$ cat src/rtl/debounce_pkg.sv
// Shared definitions for the switch debouncer and related input-conditioning stages.
package debounce_pkg;

  // Filter FSM states; the MSB doubles as the debounced level.
  typedef enum logic [1:0] {
    ZERO  = 2'b00,
    WAIT1 = 2'b01,
    ONE   = 2'b10,
    WAIT0 = 2'b11
  } db_state_t;

  // Short stability window used for simulation builds.
  localparam int unsigned SIM_STABLE_CNT = 4;

  // Debounced level presented while the FSM sits in a given state.
  function automatic logic level_of(input db_state_t s);
    return (s == ONE) || (s == WAIT0);
  endfunction

endpackage

$ cat src/rtl/sync_2ff.sv
// Two-flop synchroniser for a single asynchronous input bit.
module sync_2ff (
  input  logic clk,
  input  logic rst,
  input  logic d,
  output logic q
);

  logic meta;

  // First flop may go metastable; second flop gives it a cycle to settle.
  always_ff @(posedge clk or negedge rst) begin
    if (!rst) begin
      meta <= 1'b0;
      q    <= 1'b0;
    end else begin
      meta <= d;
      q    <= meta;
    end
  end

endmodule

$ cat src/rtl/switch_debouncer.sv
// Debounces a raw mechanical switch: synchronise, require a stable run of
// STABLE_CNT cycles before changing level, and emit one-cycle rise/fall ticks.
module switch_debouncer
  import debounce_pkg::*;
#(
  parameter int unsigned STABLE_CNT = 1_000_000
) (
  input  logic clk,
  input  logic rst,
  input  logic sw,
  output logic db_level,
  output logic db_rise,
  output logic db_fall
);

  localparam int unsigned CNT_W = $clog2(STABLE_CNT);
  localparam logic [CNT_W-1:0] CNT_LAST = CNT_W'(STABLE_CNT - 1);

  logic             sw_s;
  db_state_t        state, state_nxt;
  logic [CNT_W-1:0] cnt, cnt_nxt;
  logic             rise_nxt, fall_nxt;

  sync_2ff u_sync (
    .clk (clk),
    .rst (rst),
    .d   (sw),
    .q   (sw_s)
  );

  // State and stability counter registers.
  always_ff @(posedge clk or negedge rst) begin
    if (!rst) begin
      state <= ZERO;
      cnt   <= '0;
    end else begin
      state <= state_nxt;
      cnt   <= cnt_nxt;
    end
  end

  // Next-state logic; the terminal compare leaves WAIT before cnt can wrap.
  always_comb begin
    state_nxt = state;
    cnt_nxt   = cnt;
    case (state)
      ZERO: begin
        if (sw_s) begin
          state_nxt = WAIT1;
          cnt_nxt   = '0;
        end
      end
      WAIT1: begin
        if (!sw_s) begin
          state_nxt = ZERO;
          cnt_nxt   = '0;
        end else if (cnt == CNT_LAST) begin
          state_nxt = ONE;
        end else begin
          cnt_nxt = cnt + CNT_W'(1);
        end
      end
      ONE: begin
        if (!sw_s) begin
          state_nxt = WAIT0;
          cnt_nxt   = '0;
        end
      end
      WAIT0: begin
        if (sw_s) begin
          state_nxt = ONE;
          cnt_nxt   = '0;
        end else if (cnt == CNT_LAST) begin
          state_nxt = ZERO;
        end else begin
          cnt_nxt = cnt + CNT_W'(1);
        end
      end
      default: begin
        state_nxt = ZERO;
        cnt_nxt   = '0;
      end
    endcase
  end

  // Ticks fire only on completed WAIT transitions, never on bounce-back.
  always_comb begin
    rise_nxt = (state == WAIT1) && (state_nxt == ONE);
    fall_nxt = (state == WAIT0) && (state_nxt == ZERO);
  end

  // Registered outputs, computed from next state so they align with the state change.
  always_ff @(posedge clk or negedge rst) begin
    if (!rst) begin
      db_level <= 1'b0;
      db_rise  <= 1'b0;
      db_fall  <= 1'b0;
    end else begin
      db_level <= level_of(state_nxt);
      db_rise  <= rise_nxt;
      db_fall  <= fall_nxt;
    end
  end

endmodule

$ cat config.mk
export PLATFORM = sky130hd
export DESIGN_NAME = switch_debouncer
export DESIGN_NICKNAME = d
export VERILOG_FILES = /design/src/rtl/debounce_pkg.sv /design/src/rtl/sync_2ff.sv /design/src/rtl/switch_debouncer.sv
export SDC_FILE = /design/constraint.sdc
export NUM_CORES = 1
export LEC_CHECK = 0
export ABC_AREA = 1
export CAP_MARGIN = 30
export CELL_PAD_IN_SITES_DETAIL_PLACEMENT = 0
export CELL_PAD_IN_SITES_GLOBAL_PLACEMENT = 1
export CORE_MARGIN = 2
export CORE_UTILIZATION = 39
export DETAILED_ROUTE_END_ITERATION = 8
export PLACE_DENSITY_LB_ADDON = 0.1
export SLEW_MARGIN = 10
export SYNTH_ARGS = -nofsm -noshare
export SYNTH_HDL_FRONTEND = slang
export SYNTH_SLANG_ARGS = --single-unit
$ cat constraint.sdc
create_clock -name clk -period 2 [get_ports clk]
set_input_delay 0.4 -clock clk [delete_from_list [all_inputs] [get_ports clk]]
set_output_delay 0.4 -clock clk [all_outputs]
set_load 0.01 [all_outputs]
==> results of run 1 <==
[critical path, delay by kind of cell, from the launching register on]
family                     cells  cell delay, ns
buffers and inverters          1            0.11
adders and majority gates      1            0.31
DFF                            1            0.45
and+or+nand+nor                5            0.66
AOI/OAI and AO/OA              1            0.08
[cell usage after synthesis, drive strengths merged]
| cell type | instances |
|---|---|
| buf | 1 |
| ha | 1 |
| dfrtp | 27 |
| or2 | 1 |
| xor2 | 4 |
| nand4 | 16 |
| nand2 | 71 |
| o21ai | 7 |
| a21o | 1 |
| xnor2 | 1 |
| clkinv | 2 |
| nor2 | 46 |
| nor3 | 3 |
| nor4 | 1 |
| nand3 | 35 |
| a21oi | 4 |
| inv | 38 |
| nand3b | 2 |
[state kept, by name, summed over array words and instances, names as in the netlist]
register	count
u_sync.meta	1
cnt	20
db_level	1
db_fall	1
db_rise	1
u_sync.q	1
state	2
[stage by stage]
step           total power [mW]  hold slack [ns]  instance area [sq um]
2_1_floorplan             0.602            0.104                   1760
5_1_grt                    1.00            0.378                   1940
3_3_place_gp              0.633            0.338                   1890
4_1_cts                   0.964            0.360                   1940
3_5_place_dp              0.632            0.336                   1890
6_report                  0.949            0.357                   1940
[placed cells by master (no fill, tap or decap)]
master | netlist | final
sky130_fd_sc_hd__nor2_4 | 1 | 1
sky130_fd_sc_hd__nor3_1 | 3 | 3
sky130_fd_sc_hd__ha_1 | 1 | 1
sky130_fd_sc_hd__xor2_1 | 4 | 4
sky130_fd_sc_hd__clkbuf_8 | 0 | 3
sky130_fd_sc_hd__inv_2 | 3 | 3
sky130_fd_sc_hd__dfrtp_1 | 27 | 27
sky130_fd_sc_hd__nand3b_4 | 1 | 1
sky130_fd_sc_hd__nor4_1 | 1 | 1
sky130_fd_sc_hd__nor2_2 | 3 | 3
sky130_fd_sc_hd__clkinv_1 | 2 | 2
sky130_fd_sc_hd__or2_2 | 1 | 1
sky130_fd_sc_hd__nand3b_1 | 1 | 1
sky130_fd_sc_hd__nand2_2 | 4 | 4
sky130_fd_sc_hd__buf_4 | 0 | 3
sky130_fd_sc_hd__nand4_1 | 16 | 16
sky130_fd_sc_hd__nand3_2 | 1 | 1
sky130_fd_sc_hd__clkinv_2 | 0 | 1
sky130_fd_sc_hd__o21ai_0 | 6 | 6
sky130_fd_sc_hd__xnor2_2 | 1 | 1
sky130_fd_sc_hd__a21oi_1 | 4 | 4
sky130_fd_sc_hd__clkdlybuf4s50_1 | 0 | 5
sky130_fd_sc_hd__nand2_1 | 67 | 67
sky130_fd_sc_hd__o21ai_1 | 1 | 1
sky130_fd_sc_hd__nand3_1 | 34 | 34
sky130_fd_sc_hd__a21o_1 | 1 | 1
sky130_fd_sc_hd__inv_1 | 35 | 35
sky130_fd_sc_hd__nor2_1 | 42 | 42
[power by group through the flow]
stage | clock [mW] | sequential [mW] | combinational [mW]
detailed placement | 0 | 0.572 | 0.0598
global route | 0.373 | 0.562 | 0.0689
CTS | 0.342 | 0.561 | 0.0606
finish | 0.328 | 0.561 | 0.0596
global placement | 0 | 0.572 | 0.0607
floorplan | 0 | 0.568 | 0.0344
[layer usage]
metal,vias to the layer above,GRT usage,share of wire
li1,858,-,-
met1,765,0.281,0.47
met2,40,0.359,0.47
met3,11,0.0228,0.036
met4,0,0.0755,0.025
met5,-,0,0
[how the worst min path moves through the flow]
stage / endpoint / start / slack (ns) / cells past startpoint
floorplan: cnt[0]$_DFFE_PN0P_ / rst / 0.10 / 0
global placement: u_sync.q$_DFF_PN0_ / u_sync.meta$_DFF_PN0_ / 0.34 / 0
detailed placement: u_sync.q$_DFF_PN0_ / u_sync.meta$_DFF_PN0_ / 0.34 / 0
CTS: u_sync.q$_DFF_PN0_ / u_sync.meta$_DFF_PN0_ / 0.36 / 0
global route: u_sync.q$_DFF_PN0_ / u_sync.meta$_DFF_PN0_ / 0.38 / 0
finish: u_sync.q$_DFF_PN0_ / u_sync.meta$_DFF_PN0_ / 0.36 / 0
[cell families after synthesis]
group | count (synthesis)
and+or+nand+nor | 175
buffers and inverters | 41
xor gates and xnor gates | 5
DFF | 27
AOI/OAI and AO/OA | 12
adders and majority gates | 1
[area by class of cell]
type                            instances  share of cell area
Clock buffer                            3              0.0213
Clock inverter                          1             0.00259
Inverter                               40              0.0776
Multi-Input combinational cell        193               0.478
Sequential cell                        27               0.349
Tap cell                               52              0.0336
Timing Repair Buffer                    8              0.0375
==> results.cfg, run 1 <==
[outcome]
run_status = finished, final reports clean

[global_routing]
groute.usage.overall = 0.212
globalRoute.totalOverflow = 0
antenna_found_initial = 0
grt_first_pass_wirelength_mm = 8.22
grt_max_degree = 28
grt_pass1_vias = 1663

[placement]
finalWeightedCongestion = 0.962
io_buffers = 5
placedCellCount = 320
post-place-ws_ns = 0.316
detailedPlacementHpwl_mm = 3.67

[sta]
fin_crit_ns = 1.72
timing.slew.headroom = 0.679
fin_ws_ns = 0.280
grt_setup_unrepaired = false
timing.final.crit_share = 0.860
max_freq_mhz = 581
finalHoldViolCount = 0
timing.final.setup_violations = 0
worst-slew-pin-transition_ns = 0.479
setup_total_negative_slack_ns = 0
fin_skew_ns = 0.00407
slew_viol_final = 0

[setup_path]
cell_by_cell_trace_of_the_critical_path = ha_1 > nand2_1 > inv_1 > nand2_1 > nor2_1 > nand4_1 > nand3_1 > o21ai_0
critical_path.reg2reg.endpoint = cnt[16]$_DFFE_PN0P_
cp_common_cell = sky130_fd_sc_hd__nand2_1
r2r_setup_slack_ns = 0.28
rr_startpoint = cnt[0]$_DFFE_PN0P_
endpoint_kind = register
critPathMaxFanout = 6
worst_r2r_path_depth = 8
critical-path-slowest-cell = sky130_fd_sc_hd__dfrtp_1
timing.critical_path.arrival_ns = 1.89
setup.worst_path.start = cnt[0]$_DFFE_PN0P_
cp_data_required_time_ns = 2.17
worstSetupStartpointType = register
worst-setup-path-type = reg -> reg
critical-path-max-stage-delay_ns = 0.45
timing.critical_path.to = cnt[16]$_DFFE_PN0P_

[layout]
num-nets-final = 277
layout-drive-gt1-share = 0.0809
stdcell_count = 324
areaGrowthSynthToFinish_pct = 10.2
antenna-diode-count = 0
final-seq-area_sq_um = 676
final_core_utilization = 0.445
filler_cell_count = 460
area_of_the_multi_input_gates_sq_um = 926

[synthesis]
post_synth_fa_ha_maj_area_fraction = 0.00712
syn_area_per_cell_sq_um = 6.73
synth_largest_area_cell = sky130_fd_sc_hd__dfrtp_1
post-synth-top-area-fraction = 0.385
synth.cell_area_sq_um = 1760
syn-num-nets = 265
largest_family_of_logic_cells_by_synthesized_area = simple AND/OR/NAND/NOR gates
post_synth_main_area_contributors = sky130_fd_sc_hd__dfrtp_1 (38%), sky130_fd_sc_hd__nand2_1 (14%), sky130_fd_sc_hd__nand3_1 (9.7%)
synth_simple_gate_area_frac = 0.455
synth_seq_area_share = 0.385
synthMuxAreaShare = 0
yosys_warnings = 0
synth_xor_xnor_area_share = 0.0292
netlist_instances = 261
flip_flop_and_latch_count_after_synthesis = 27
synth_compound_gate_area_share = 0.0356
netlist-cell-type-count = 25

[route]
ant_nets = 0
routed_wirelength_mm = 4.82
detailroute.via_count = 1674
drt_first_pass_iters = 4
number_of_design_rule_violations_left_by_the_first_detailed_router_iteration = 149
detail_route.drc_violations = 0
post_drt_wl_per_cell_um = 14.9
post_drt_via_cell_ratio = 5.17

[cts]
clock_latency_reported_for_the_late_side_of_the_worst_skew_pair_ns = 0.28
post_cts_hold_buffer_count = 0
ctsHtreeMaxLevel = 1
cts_tree = yes
max-clock-path-buffers = 2
setup_fix_bufs_post_cts = 0
number_of_clock_buffers_inserted_by_tritoncts = 3
clkSinkCount = 27
clk_pin_slew_ns = 0.10
cts_root_buffer = sky130_fd_sc_hd__clkbuf_8
number_of_gates_given_a_new_drive_strength_after_cts = 0

[floorplanning]
start_util = 0.403
core-area_sq_um = 4350
total_die_area_sq_um = 5060
io-pin-count = 6
die_width_um = 71.1
floorplan.rows = 24
floorplan.die.height_um = 71.1

[power_and_ir_drop]
pwr_density_cell_nw_per_um2 = 490
cellLeakagePower_nw = 0.969
sw_frac_of_total = 0.253
pwr-share-seq = 0.592
power.net_switching_uw = 240
power.ir.vdd_worst_mv = 0.237
internal_power_uw = 709
clock_power_share = 0.346
power_frac_comb = 0.063

[job]
cap_viol_max_count = 0

[worst_hold_path]
hold_path_class = reg -> reg
(Power assumes the default switching activity.)
==> inputs of run 2 (changes only) <==
==> constraint.sdc (replaced) <==
create_clock -name clk -period 2 [get_ports clk]
set_input_delay 0.4 -clock clk [delete_from_list [all_inputs] [get_ports clk]]
set_output_delay 0.4 -clock clk [all_outputs]
set_load 0.1 [all_outputs]
==> run 2 against run 1 <==
  * Via count up 0.66%
  * Worst hold slack better by 0.0098 ns
  * Highest routed layer unchanged
  * Critical endpoint unchanged
  * Flip-flop and latch count is the same
  * Non-clock buffer count shrank 1
  * Global-route usage decreased by 1.0 points
  * Register-to-register slack got worse by 0.04 ns
  * Critical path depth stayed put
  * Sequential share of layout area is 0.30 points higher
==> results.cfg, run 2 (synthesized netlist as in run 1, its figures left out) <==
[global_routing]
antenna_found_initial = 0
grt_first_pass_wirelength_mm = 7.76
groute.usage.overall = 0.202
grt_max_degree = 28
globalRoute.totalOverflow = 0
grt_pass1_vias = 1550

[route]
detail_route.drc_violations = 0
detailroute.via_count = 1685
ant_nets = 0
post_drt_via_cell_ratio = 5.22
number_of_design_rule_violations_left_by_the_first_detailed_router_iteration = 131
drt_first_pass_iters = 4
routed_wirelength_mm = 4.78
post_drt_wl_per_cell_um = 14.8

[sta]
worst-slew-pin-transition_ns = 0.501
grt_setup_unrepaired = false
finalHoldViolCount = 0
timing.final.crit_share = 0.882
whs_ns = 0.367
fin_skew_ns = 0.00404
slew_viol_final = 0
setup_total_negative_slack_ns = 0
max_freq_mhz = 567
timing.final.setup_violations = 0
fin_crit_ns = 1.76
timing.slew.headroom = 0.665

[cts]
cts_root_buffer = sky130_fd_sc_hd__clkbuf_8
clock_latency_reported_for_the_late_side_of_the_worst_skew_pair_ns = 0.28
max-clock-path-buffers = 2
cts_tree = yes
number_of_gates_given_a_new_drive_strength_after_cts = 0
clk_pin_slew_ns = 0.09
clkSinkCount = 27
ctsHtreeMaxLevel = 1
setup_fix_bufs_post_cts = 0
number_of_clock_buffers_inserted_by_tritoncts = 3
post_cts_hold_buffer_count = 0

[layout]
most_frequent_standard_cell_in_the_layout_excluding_fill_and_tap_cells = sky130_fd_sc_hd__nand2_1
areaGrowthSynthToFinish_pct = 9.26
max_flop_register = cnt
num-nets-final = 276
biggestRegsByFlops = cnt: 20 flops, state: 2 flops
number_of_flip_flops_under_the_largest_register_name = 20
most_frequent_cells_in_the_layout = sky130_fd_sc_hd__nand2_1 (67), sky130_fd_sc_hd__nor2_1 (42), sky130_fd_sc_hd__inv_1 (35)
final_core_utilization = 0.441
antenna-diode-count = 0
layout-drive-gt1-share = 0.0849

[setup_path]
worst-setup-path-type = reg -> reg
critPathMaxFanout = 6
worstSetupStartpointType = register
timing.critical_path.arrival_ns = 1.92
endpoint_kind = register
cp_data_required_time_ns = 2.15

[job]
cap_viol_max_count = 0

[power_and_ir_drop]
power.ir.vdd_worst_mv = 0.309
cellLeakagePower_nw = 0.967
pwr_density_cell_nw_per_um2 = 489

[floorplanning]
start_util = 0.403
floorplan.rows = 24
die_width_um = 71.1
core-area_sq_um = 4350
floorplan.die.height_um = 71.1
total_die_area_sq_um = 5060
io-pin-count = 6

[placement]
detailedPlacementHpwl_mm = 3.71
io_buffers = 5
finalWeightedCongestion = 0.953

[worst_hold_path]
hold_path_class = reg -> reg

[outcome]
run_status = finished, final reports clean
-- run 2: worst paths after layout --
| path | end | from | depth (start not counted) | slack (ns) |
|---|---|---|---|---|
| min reg2reg | u_sync.q$_DFF_PN0_ | u_sync.meta$_DFF_PN0_ | 0 | 0.37 |
| max reg2reg | cnt[16]$_DFFE_PN0P_ | cnt[0]$_DFFE_PN0P_ | 8 | 0.24 |
| min | u_sync.q$_DFF_PN0_ | u_sync.meta$_DFF_PN0_ | 0 | 0.37 |
| max | cnt[16]$_DFFE_PN0P_ | cnt[0]$_DFFE_PN0P_ | 8 | 0.24 |
| min in group asynchronous | cnt[12]$_DFFE_PN0P_ | rst | 2 | 0.49 |
| max in group asynchronous | cnt[15]$_DFFE_PN0P_ | rst | 2 | 1.24 |
-- run 2: per-layer routing --
| metal | vias up | track usage | part of all wire |
|---|---|---|---|
| li1 | 856 | - | - |
| met1 | 799 | 0.280 | 0.49 |
| met2 | 26 | 0.335 | 0.47 |
| met3 | 4 | 0.0214 | 0.029 |
| met4 | 0 | 0.0566 | 0.011 |
| met5 | - | 0 | 0 |
-- run 2: cell type report --
| type | count | area (sq um) |
|---|---|---|
| multi-input cells | 193 | 926 |
| repair buffers | 7 | 57.6 |
| well taps | 52 | 65.1 |
| inverters | 40 | 150 |
| flip-flops and latches | 27 | 676 |
| fillers | 452 | 2430 |
| clock buffers | 4 | 45.0 |
-- run 2: power by group --
| group | switching, mW | total, mW | internal [mW] |
|---|---|---|---|
| logic | 0.0429 | 0.0597 | 0.0168 |
| clock network | 0.175 | 0.318 | 0.143 |
| registers | 0.00923 | 0.561 | 0.552 |
| total | 0.227 | 0.939 | 0.712 |
-- run 2: metrics by stage --
stage	power (mW)	setup slack [ns]	cells	area, sq um
2_1_floorplan	0.602	0.616	261	1760
3_3_place_gp	0.633	0.232	319	1870
3_5_place_dp	0.633	0.277	319	1870
4_1_cts	0.953	0.249	323	1920
5_1_grt	0.974	0.132	323	1920
6_report	0.939	0.235	323	1920
-- run 2: worst max-delay path: stages, from the launching register on --
cell and delay (ns):
sky130_fd_sc_hd__dfrtp_1 0.45, sky130_fd_sc_hd__ha_1 0.30, sky130_fd_sc_hd__nand2_1 0.07, sky130_fd_sc_hd__inv_1 0.12, sky130_fd_sc_hd__nand2_1 0.14, sky130_fd_sc_hd__nor2_1 0.24
sky130_fd_sc_hd__nand4_1 0.12, sky130_fd_sc_hd__nand3_1 0.10, sky130_fd_sc_hd__o21ai_0 0.10
==> inputs of run 3 (changes only) <==
- GPL_ROUTABILITY_DRIVEN: unset -> 0
- clock period: 2 -> 2.2 ns (I/O delays scaled with it)
==> run 3 against run 2 <==
  * Power is 8.4% lower
  * Critical path depth stayed put
  * Utilization decreased by 0.17 points
  * Via count fell by 1.6%
  * Clock-buffer cell count unchanged
  * Final cell count decreased by 0.31%
  * Clock power is 6.6% lower
  * Die area is the same
  * Sequential power is 9.1% lower
  * Register-to-register slack better by 0.20 ns
  * Largest cell class unchanged
  * Largest power group unchanged
==> results.cfg, run 3 (synthesized netlist as in run 1, its figures left out) <==
[route]
routed_wirelength_mm = 4.77
post_drt_wl_per_cell_um = 14.8
drt_first_pass_iters = 4
number_of_design_rule_violations_left_by_the_first_detailed_router_iteration = 120
ant_nets = 0
detail_route.drc_violations = 0
detailroute.via_count = 1658
post_drt_via_cell_ratio = 5.15

[sta]
fin_crit_ns = 1.76
timing.final.setup_violations = 0
fin_skew_ns = 0.00928
setup_total_negative_slack_ns = 0
timing.slew.headroom = 0.687
grt_setup_unrepaired = false
finalHoldViolCount = 0
worst-slew-pin-transition_ns = 0.468
max_freq_mhz = 568
timing.final.crit_share = 0.800
slew_viol_final = 0

[cts]
clkSinkCount = 27
number_of_clock_buffers_inserted_by_tritoncts = 3
number_of_gates_given_a_new_drive_strength_after_cts = 0
cts_root_buffer = sky130_fd_sc_hd__clkbuf_8
setup_fix_bufs_post_cts = 0
clock_latency_reported_for_the_late_side_of_the_worst_skew_pair_ns = 0.28
cts_tree = yes
ctsHtreeMaxLevel = 1
post_cts_hold_buffer_count = 0
max-clock-path-buffers = 2
clk_pin_slew_ns = 0.10

[worst_hold_path]
worst_hold_path.num_cells = 0
hp-start = u_sync.meta$_DFF_PN0_
hold_path_class = reg -> reg
hold_path_end = u_sync.q$_DFF_PN0_

[power_and_ir_drop]
power_frac_comb = 0.061
power.ir.vdd_worst_mv = 0.187
sw_frac_of_total = 0.249
internal_power_uw = 646
power.net_switching_uw = 214
pwr_density_cell_nw_per_um2 = 450
pwr-share-seq = 0.593
clock_power_share = 0.345
cellLeakagePower_nw = 0.962

[layout]
biggestRegsByFlops = cnt: 20 flops, state: 2 flops
finish.instance_area_sq_um = 1910
antenna-diode-count = 0
layout-drive-gt1-share = 0.0815
number_of_flip_flops_under_the_largest_register_name = 20
max_flop_register = cnt
final_core_utilization = 0.439
most_frequent_standard_cell_in_the_layout_excluding_fill_and_tap_cells = sky130_fd_sc_hd__nand2_1
stdcell_count = 322
areaGrowthSynthToFinish_pct = 8.83
most_frequent_cells_in_the_layout = sky130_fd_sc_hd__nand2_1 (67), sky130_fd_sc_hd__nor2_1 (42), sky130_fd_sc_hd__inv_1 (35)
num-nets-final = 275

[job]
cap_viol_max_count = 0

[placement]
placedCellCount = 318
detailedPlacementHpwl_mm = 3.68
place_area_sq_um = 1870
io_buffers = 5

[setup_path]
worstSetupStartpointType = register
critical_path.reg2reg.endpoint = cnt[16]$_DFFE_PN0P_
cp_data_required_time_ns = 2.36
r2r_setup_slack_ns = 0.44
critPathMaxFanout = 6
endpoint_kind = register
worst_r2r_path_depth = 8
worst-setup-path-type = reg -> reg
rr_startpoint = cnt[0]$_DFFE_PN0P_
timing.critical_path.arrival_ns = 1.92

[global_routing]
antenna_found_initial = 0
groute.usage.overall = 0.206
grt_first_pass_wirelength_mm = 8.08
globalRoute.totalOverflow = 0
grt_max_degree = 28
grt_pass1_vias = 1581

[outcome]
run_status = finished, final reports clean

[floorplanning]
io-pin-count = 6
total_die_area_sq_um = 5060
die_width_um = 71.1
floorplan.rows = 24
start_util = 0.403
floorplan.die.height_um = 71.1
core-area_sq_um = 4350
[run 3: changes by cell type in the layout (fill, tap and decap cells not counted), sizes merged]
cell and delta:
buf -1
[run 3: power groups by stage]
stage | combinational (mW) | sequential, mW | clock (mW)
6_report | 0.0527 | 0.510 | 0.297
5_1_grt | 0.0609 | 0.512 | 0.318
4_1_cts | 0.0541 | 0.510 | 0.300
3_5_place_dp | 0.0546 | 0.520 | 0
3_3_place_gp | 0.0541 | 0.520 | 0
2_1_floorplan | 0.0313 | 0.516 | 0
[run 3: how the worst max path moves through the flow]
stage                       startpoint                  end  slack [ns]  depth (start not counted)
global route        cnt[0]$_DFFE_PN0P_  cnt[16]$_DFFE_PN0P_        0.23                          8
detailed placement  cnt[0]$_DFFE_PN0P_  cnt[16]$_DFFE_PN0P_        0.46                          8
floorplan           cnt[0]$_DFFE_PN0P_  cnt[16]$_DFFE_PN0P_        0.82                          8
CTS                 cnt[0]$_DFFE_PN0P_  cnt[16]$_DFFE_PN0P_        0.43                          8
finish              cnt[0]$_DFFE_PN0P_  cnt[16]$_DFFE_PN0P_        0.44                          8
global placement    cnt[0]$_DFFE_PN0P_  cnt[16]$_DFFE_PN0P_        0.42                          8
[run 3: layer usage]
| metal | routed length (um) | vias to the layer above | global-route usage |
|---|---|---|---|
| met5 | 0 | - | 0 |
| met4 | 59 | 0 | 0.0524 |
| met3 | 95 | 6 | 0.0214 |
| met2 | 2230 | 27 | 0.329 |
| met1 | 2380 | 770 | 0.301 |
| li1 | - | 855 | - |
[run 3: final cells by class]
class                      count  area [sq um]
tap                           52          65.1
clock buffer                   4          45.0
fill                         472          2440
sequential                    27           676
multi-input combinational    193           926
timing repair buffer           6          50.0
inverter                      40           150
[run 3: through the flow]
step	hold WS, ns	worst slack [ns]	total power, mW
finish	0.366	0.439	0.860
floorplan	0.144	0.816	0.547
detailed placement	0.348	0.463	0.575
global route	0.377	0.231	0.890
CTS	0.370	0.434	0.864
global placement	0.343	0.422	0.574
[run 3: worst max-delay path: stages, from the launching register on]
cell and delay [ns]:
sky130_fd_sc_hd__dfrtp_1 0.46, sky130_fd_sc_hd__ha_1 0.30, sky130_fd_sc_hd__nand2_1 0.07, sky130_fd_sc_hd__inv_1 0.12
sky130_fd_sc_hd__nand2_1 0.15, sky130_fd_sc_hd__nor2_1 0.23, sky130_fd_sc_hd__nand4_1 0.11, sky130_fd_sc_hd__nand3_1 0.09
sky130_fd_sc_hd__o21ai_0 0.10
